===== src/rtl/blast_seed_scanner_if.sv =====
// Stream-side handshakes of the seed scanner: the database base stream in,
// the hit position stream out.
interface blast_seed_scanner_if #(
    parameter int POS_W = 32
) ();
    logic             db_valid;
    logic [1:0]       db_base;
    logic             db_ready;
    logic             hit_valid;
    logic [POS_W-1:0] hit_pos;
    logic             hit_ready;

    modport master (
        output db_valid, db_base, hit_ready,
        input  db_ready, hit_valid, hit_pos
    );

    modport slave (
        input  db_valid, db_base, hit_ready,
        output db_ready, hit_valid, hit_pos
    );
endinterface


===== src/rtl/blast_seed_scanner.sv =====
// 11-base seed word scanner: sliding window over a 2-bit base stream,
// per-base equality against the loaded query, hit positions queued in a
// small FIFO drained over valid/ready.
//
//   state | meaning
//   ------+----------------------------------------------------------
//   IDLE  | waiting for start; query/db_total latched on accepted start
//   SCAN  | accepting bases while the hit FIFO has room
//   DRAIN | stream finished; waiting for the hit FIFO to empty
//   DONE  | one-cycle done pulse, then back to IDLE
module blast_seed_scanner #(
    parameter int WORD_LEN   = 11,
    parameter int POS_W      = 32,
    parameter int FIFO_DEPTH = 8
) (
    input  logic                  clk,
    input  logic                  reset_n,
    input  logic                  start,
    input  logic                  abort,
    input  logic [2*WORD_LEN-1:0] query,
    input  logic [POS_W-1:0]      db_total,
    blast_seed_scanner_if.slave   bus,
    output logic                  busy,
    output logic                  done,
    output logic [15:0]           hit_count
);
    localparam int AW = $clog2(FIFO_DEPTH);
    localparam int FW = $clog2(WORD_LEN + 1);
    localparam logic [FW-1:0]    FILL_MAX = FW'(WORD_LEN);
    localparam logic [POS_W-1:0] ONE      = POS_W'(1);
    localparam logic [POS_W-1:0] BACK     = POS_W'(WORD_LEN - 1);
    localparam logic [AW:0]      CNT_FULL = (AW+1)'(FIFO_DEPTH);

    typedef enum logic [1:0] {IDLE, SCAN, DRAIN, DONE} state_t;

    state_t                state, state_nxt;
    logic [2*WORD_LEN-1:0] qword, win, win_nxt;
    logic [POS_W-1:0]      total, idx;
    logic [FW-1:0]         fill, fill_nxt;
    logic [POS_W-1:0]      mem [FIFO_DEPTH];
    logic [AW-1:0]         wr_ptr, rd_ptr;
    logic [AW:0]           count;
    logic                  fifo_full, accept, hit, push, pop, start_ok;
    logic [WORD_LEN-1:0]   eq;

    assign fifo_full     = (count == CNT_FULL);
    assign bus.db_ready  = (state == SCAN) && !fifo_full;
    assign bus.hit_valid = (count != '0);
    assign bus.hit_pos   = bus.hit_valid ? mem[rd_ptr] : '0;
    assign busy          = (state != IDLE);
    assign done          = (state == DONE);

    assign start_ok = (state == IDLE) && start && !abort;
    assign accept   = bus.db_valid && bus.db_ready && !abort;
    assign pop      = bus.hit_valid && bus.hit_ready && !abort;
    assign win_nxt  = {bus.db_base, win[2*WORD_LEN-1:2]};
    assign fill_nxt = (fill == FILL_MAX) ? fill : fill + FW'(1);
    assign hit      = accept && (&eq) && (fill_nxt == FILL_MAX);
    assign push     = hit;

    // Per-base equality of the shifted-in window against the query word.
    always_comb begin
        eq = '0;
        for (int i = 0; i < WORD_LEN; i++)
            eq[i] = (win_nxt[2*i +: 2] == qword[2*i +: 2]);
    end

    // State register.
    always_ff @(posedge clk or negedge reset_n) begin
        if (!reset_n) state <= IDLE;
        else          state <= state_nxt;
    end

    // Next-state logic; abort overrides every transition.
    always_comb begin
        state_nxt = state;
        case (state)
            IDLE:  if (start) state_nxt = (db_total != '0) ? SCAN : DRAIN;
            SCAN:  if (accept && idx == total - ONE) state_nxt = DRAIN;
            DRAIN: if (count == '0) state_nxt = DONE;
            DONE:  state_nxt = IDLE;
            default: state_nxt = IDLE;
        endcase
        if (abort) state_nxt = IDLE;
    end

    // Scan context: latched query/length, window, fill count, base index, hit count.
    always_ff @(posedge clk or negedge reset_n) begin
        if (!reset_n) begin
            qword     <= '0;
            total     <= '0;
            win       <= '0;
            fill      <= '0;
            idx       <= '0;
            hit_count <= '0;
        end else if (start_ok) begin
            qword     <= query;
            total     <= db_total;
            win       <= '0;
            fill      <= '0;
            idx       <= '0;
            hit_count <= '0;
        end else if (accept) begin
            win  <= win_nxt;
            fill <= fill_nxt;
            idx  <= idx + ONE;
            if (hit && hit_count != 16'hFFFF) hit_count <= hit_count + 16'd1;
        end
    end

    // Hit FIFO storage; contents are only visible through hit_valid.
    always_ff @(posedge clk) begin
        if (push) mem[wr_ptr] <= idx - BACK;
    end

    // Hit FIFO pointers and occupancy; abort flushes.
    always_ff @(posedge clk or negedge reset_n) begin
        if (!reset_n) begin
            wr_ptr <= '0;
            rd_ptr <= '0;
            count  <= '0;
        end else if (abort) begin
            wr_ptr <= '0;
            rd_ptr <= '0;
            count  <= '0;
        end else begin
            if (push) wr_ptr <= wr_ptr + AW'(1);
            if (pop)  rd_ptr <= rd_ptr + AW'(1);
            case ({push, pop})
                2'b10:   count <= count + (AW+1)'(1);
                2'b01:   count <= count - (AW+1)'(1);
                default: count <= count;
            endcase
        end
    end
endmodule


===== src/flat_wrapper.sv =====
// flat-port wrapper written by rule: the top's interface ports become plain ports
module blast_seed_scanner_flat 
#(
    parameter int WORD_LEN   = 11,
    parameter int POS_W      = 32,
    parameter int FIFO_DEPTH = 8
)
  (clk, reset_n, start, abort, query, db_total, busy, done, hit_count, bus_db_valid, bus_db_base, bus_hit_ready, bus_db_ready, bus_hit_valid, bus_hit_pos);
  blast_seed_scanner_if #(.POS_W(POS_W)) bus_i ();
  input  logic clk;
  input  logic reset_n;
  input  logic start;
  input  logic abort;
  input  logic [2*WORD_LEN-1:0] query;
  input  logic [POS_W-1:0] db_total;
  output logic busy;
  output logic done;
  output logic [15:0] hit_count;
  input wire logic [$bits(bus_i.db_valid)-1:0] bus_db_valid;
  input wire logic [$bits(bus_i.db_base)-1:0] bus_db_base;
  input wire logic [$bits(bus_i.hit_ready)-1:0] bus_hit_ready;
  output wire logic [$bits(bus_i.db_ready)-1:0] bus_db_ready;
  output wire logic [$bits(bus_i.hit_valid)-1:0] bus_hit_valid;
  output wire logic [$bits(bus_i.hit_pos)-1:0] bus_hit_pos;
  assign bus_i.db_valid = bus_db_valid;
  assign bus_i.db_base = bus_db_base;
  assign bus_i.hit_ready = bus_hit_ready;
  assign bus_db_ready = bus_i.db_ready;
  assign bus_hit_valid = bus_i.hit_valid;
  assign bus_hit_pos = bus_i.hit_pos;
  blast_seed_scanner #(.WORD_LEN(WORD_LEN), .POS_W(POS_W), .FIFO_DEPTH(FIFO_DEPTH)) u_core (.clk(clk), .reset_n(reset_n), .start(start), .abort(abort), .query(query), .db_total(db_total), .bus(bus_i), .busy(busy), .done(done), .hit_count(hit_count));
endmodule

===== config.mk =====
export PLATFORM = sky130hd
export DESIGN_NAME = blast_seed_scanner_flat
export DESIGN_NICKNAME = d
export VERILOG_FILES = /design/src/rtl/blast_seed_scanner_if.sv /design/src/rtl/blast_seed_scanner.sv /design/src/flat_wrapper.sv
export SDC_FILE = /design/constraint.sdc
export NUM_CORES = 1
export LEC_CHECK = 0
export ABC_CLOCK_PERIOD_IN_PS = 5500
export BUFFER_PORTS_ARGS = -buffer_cell sky130_fd_sc_hd__buf_2
export CAP_MARGIN = 20
export CELL_PAD_IN_SITES_DETAIL_PLACEMENT = 0
export CELL_PAD_IN_SITES_GLOBAL_PLACEMENT = 2
export CORE_ASPECT_RATIO = 0.75
export CORE_UTILIZATION = 43
export DETAILED_ROUTE_END_ITERATION = 6
export PLACE_DENSITY_LB_ADDON = 0.1
export RECOVER_POWER = 25
export SLEW_MARGIN = 20
export SYNTH_ARGS = -nofsm -noshare
export SYNTH_HDL_FRONTEND = slang
export SYNTH_SLANG_ARGS = --single-unit

===== constraint.sdc =====
create_clock -name clk -period 5.5 [get_ports clk]
set_input_delay 0.275 -clock clk [delete_from_list [all_inputs] [get_ports clk]]
set_output_delay 0.275 -clock clk [all_outputs]
set_load 0.05 [all_outputs]

==> impl_metrics.toml <==
[synthesis]
synth.distinct_cells = 69
synth_area_sq_um = 18000
synthCells = 1400
async_flop_share_pct = 35.0
ys_warn_count = 0
synth-main-ff-cell = "edfxtp_1"
synth_top_area_share_pct = 42.6
synth_top_cell_by_area = "edfxtp_1"
synth_edf_count = 256
avgSynthCellArea_sq_um = 12.9
ys_ff_latch = 394
ys_seq_area_share_pct = 61.7
synthTopCellsByArea = "edfxtp_1, dfrtp_1, mux4_2, nand2_1, xor2_1"
syn-num-nets = 1477

[floorplanning]
die_height_um = 179
die_area_sq_um = 42800
row_count = 64
core-area_sq_um = 41100
die_width_um = 239
io_pins = 114
start_util_pct = 43.9

[clock_tree]
cts_root_buffer = "clkbuf_16"
htreeDepth = 2
tritoncts = "done"
cts_setup_buffers = 0
hold_buffers = 56
cts_resized = 0
clk_latency_ps = 550
cts.clk_slew.worst_paths_ps = 60
clk_path_buf_depth = 3
numCtsBuffers = 41
clkSinkCount = 394

[global_route]
grt_pass1_vias = 11600
grt_pass1_wl_mm = 68.4
grt_start_max_net_pins = 98
antenna_found_initial = 0
track_usage_pct = 20.7
grt-ovfl-total = 0

[finish]
num-nets-final = 1620
final-seq-area_sq_um = 11100
multi_input_area_sq_um = 6560
final_common_cell = "edfxtp_1"
final.fill_count = 3594
drive_above_1_share_pct = 17.4
layout_common_cells = "edfxtp_1, nand2_1, dfrtp_1"
antenna_cells = 0
area.growth.synth_to_final_pct = 16.9

[timing]
hold_viol = 0
relSlewSlack_pct = -4.01
setup_ws_ps = 1220
worst_slew_pin_slew_ps = 1560
rsz0062_at_grt = "false"
clock_skew_ps = 25.6
fin_crit_ps = 4280
final-max-slew-violation-count = 32
setup_violations = 0
max_freq_mhz = 234
period_share_pct = 77.7
setup_tns_ps = 0

[power]
p_comb_share_pct = 26.1
clkPwrFrac_pct = 31.4
max-vdd-ir-drop_mv = 0.217
switching_power_uw = 3100
p_sw_share_pct = 34.5
p_leak_uw = 0.00784
pwr_density_cell_nw_per_um2 = 426
pwr-share-seq_pct = 42.4
intPower_uw = 5880

[detailed_routing]
via_per_inst = 5.33
drcViolationCount = 0
antenna_left = 0
wl_per_cell_um = 20.2
routed_wl_mm = 43.3
dr.pass1.iters = 5
vias = 11400
first_iter_violations = 764

[min_path]
hold_class = "primary input to flip-flop"

[run]
timing.max_cap.violations = 1

[placement]
hpwl_mm = 27.6
io_buffers = 113
gp_congestion = 0.857
dpl_worst_slack_ps = 1490

[setup_path]
crit_path_end_kind = "flip-flop"
crit_path_start_kind = "flip-flop"
critPathKind = "flip-flop to flip-flop"
arrival_ps = 4680
cp_max_fo = 31
crit_required_ps = 5910

[outcome]
violations = "max-capacitance violations, max-slew violations"
status = "complete, but fails checks"
## worst paths after layout
| kind | start | end | slack [ps] | depth (start not counted) |
|---|---|---|---|---|
| max reg2reg | u_core.state[1] | u_core.idx[24] | 1220 | 12 |
| min in group asynchronous | reset_n | u_core.hit_count[4] | 330 | 2 |
| max in group asynchronous | reset_n | u_core.rd_ptr[0] | 3730 | 3 |
| min | bus_hit_ready | u_core.rd_ptr[1] | 50 | 3 |
| min reg2reg | u_core.qword[18] | u_core.qword[18] | 500 | 2 |
| max | u_core.state[1] | u_core.idx[24] | 1220 | 12 |
## power by group through the flow
stage | clock network, uW | registers, uW | logic [uW]
floorplan | 0 | 3680 | 1870
global placement | 0 | 3870 | 2340
detailed placement | 0 | 3870 | 2330
CTS | 2900 | 3810 | 2380
global route | 3010 | 3860 | 2580
finish | 2820 | 3810 | 2350
## logic make-up (layout without fill, tap and decap cells)
kind of cell / after synthesis / count (layout) / synth area share [%]
XOR/XNOR: 139 / 139 / 6.75
adder cells (fa/ha/maj): 15 / 15 / 1.08
AO/OA/AOI/OAI: 91 / 91 / 3.29
AND/OR/NAND/NOR: 544 / 544 / 14.3
multiplexers: 108 / 108 / 10.4
buffers and inverters: 109 / 285 / 2.41
flip-flops: 394 / 394 / 61.7
## registers in the layout, summed over array words and instances (netlist names)
name / count
u_core.rd_ptr: 3
u_core.total: 32
u_core.wr_ptr: 3
u_core.win: 20
u_core.mem: 256
u_core.count: 4
u_core.hit_count: 16
u_core.state: 2
u_core.qword: 22
u_core.idx: 32
u_core.fill: 4
## layer usage
layer / wire, um / global-route usage (%) / share of wire, %
met1: 21400 / 31.7 / 49
met2: 19600 / 31.6 / 45
met4: 595 / 3.87 / 1.4
met3: 1740 / 3.21 / 4.0
met5: 0 / 0 / 0
## synth_stat cells (4+ instances only)
| library cell | n |
|---|---|
| edfxtp_1 | 256 |
| nor3_1 | 21 |
| nand2_1 | 241 |
| xor2_1 | 80 |
| o211ai_1 | 6 |
| or2_2 | 6 |
| or3_1 | 16 |
| buf_2 | 6 |
| mux4_2 | 64 |
| nor2b_1 | 5 |
| nand4_1 | 25 |
| nor2_1 | 124 |
| nor4_1 | 23 |
| and2_1 | 4 |
| buf_1 | 12 |
| or4_1 | 8 |
| o21ai_0 | 17 |
| mux2i_1 | 41 |
| and4_1 | 6 |
| and3_1 | 5 |
| inv_1 | 24 |
| clkbuf_1 | 64 |
| o31ai_1 | 4 |
| ha_1 | 14 |
| nand3_1 | 32 |
| nor3b_1 | 4 |
| dfrtp_1 | 138 |
| a21oi_1 | 37 |
| xnor2_1 | 59 |
| a211oi_1 | 4 |
## critical path: stages (launching register included)
cell and delay, ps:
dfrtp_1 420, inv_1 90, ha_1 200, nand2_1 80, a211oi_1 320, clkbuf_1 1170, o21ai_0 390, nor4_1 460
nor2b_1 520, nand2_1 170, nor2_1 140, xnor2_1 130, nor2_1 50
## per-stage QoR
stage	area [sq um]	cells	hold WS, ps	power (uW)	utilization, %
global route	21100	2137	60.1	9450	51.3
detailed placement	19200	2005	386	6210	46.7
global placement	19200	2005	374	6200	46.7
floorplan	18000	1400	-20.6	5550	-
CTS	21100	2137	23.0	9090	51.4
finish	21100	2137	50.7	8980	51.3
## layout make-up
| class | instances | area share (%) |
|---|---|---|
| flip-flops and latches | 394 | 52.8 |
| clock buffers | 58 | 5.46 |
| multi-input cells | 897 | 31.1 |
| repair buffers | 185 | 5.82 |
| clock inverters | 18 | 1.03 |
| well taps | 561 | 3.33 |
| inverters | 24 | 0.427 |
Power figures use the tool's default switching activity.
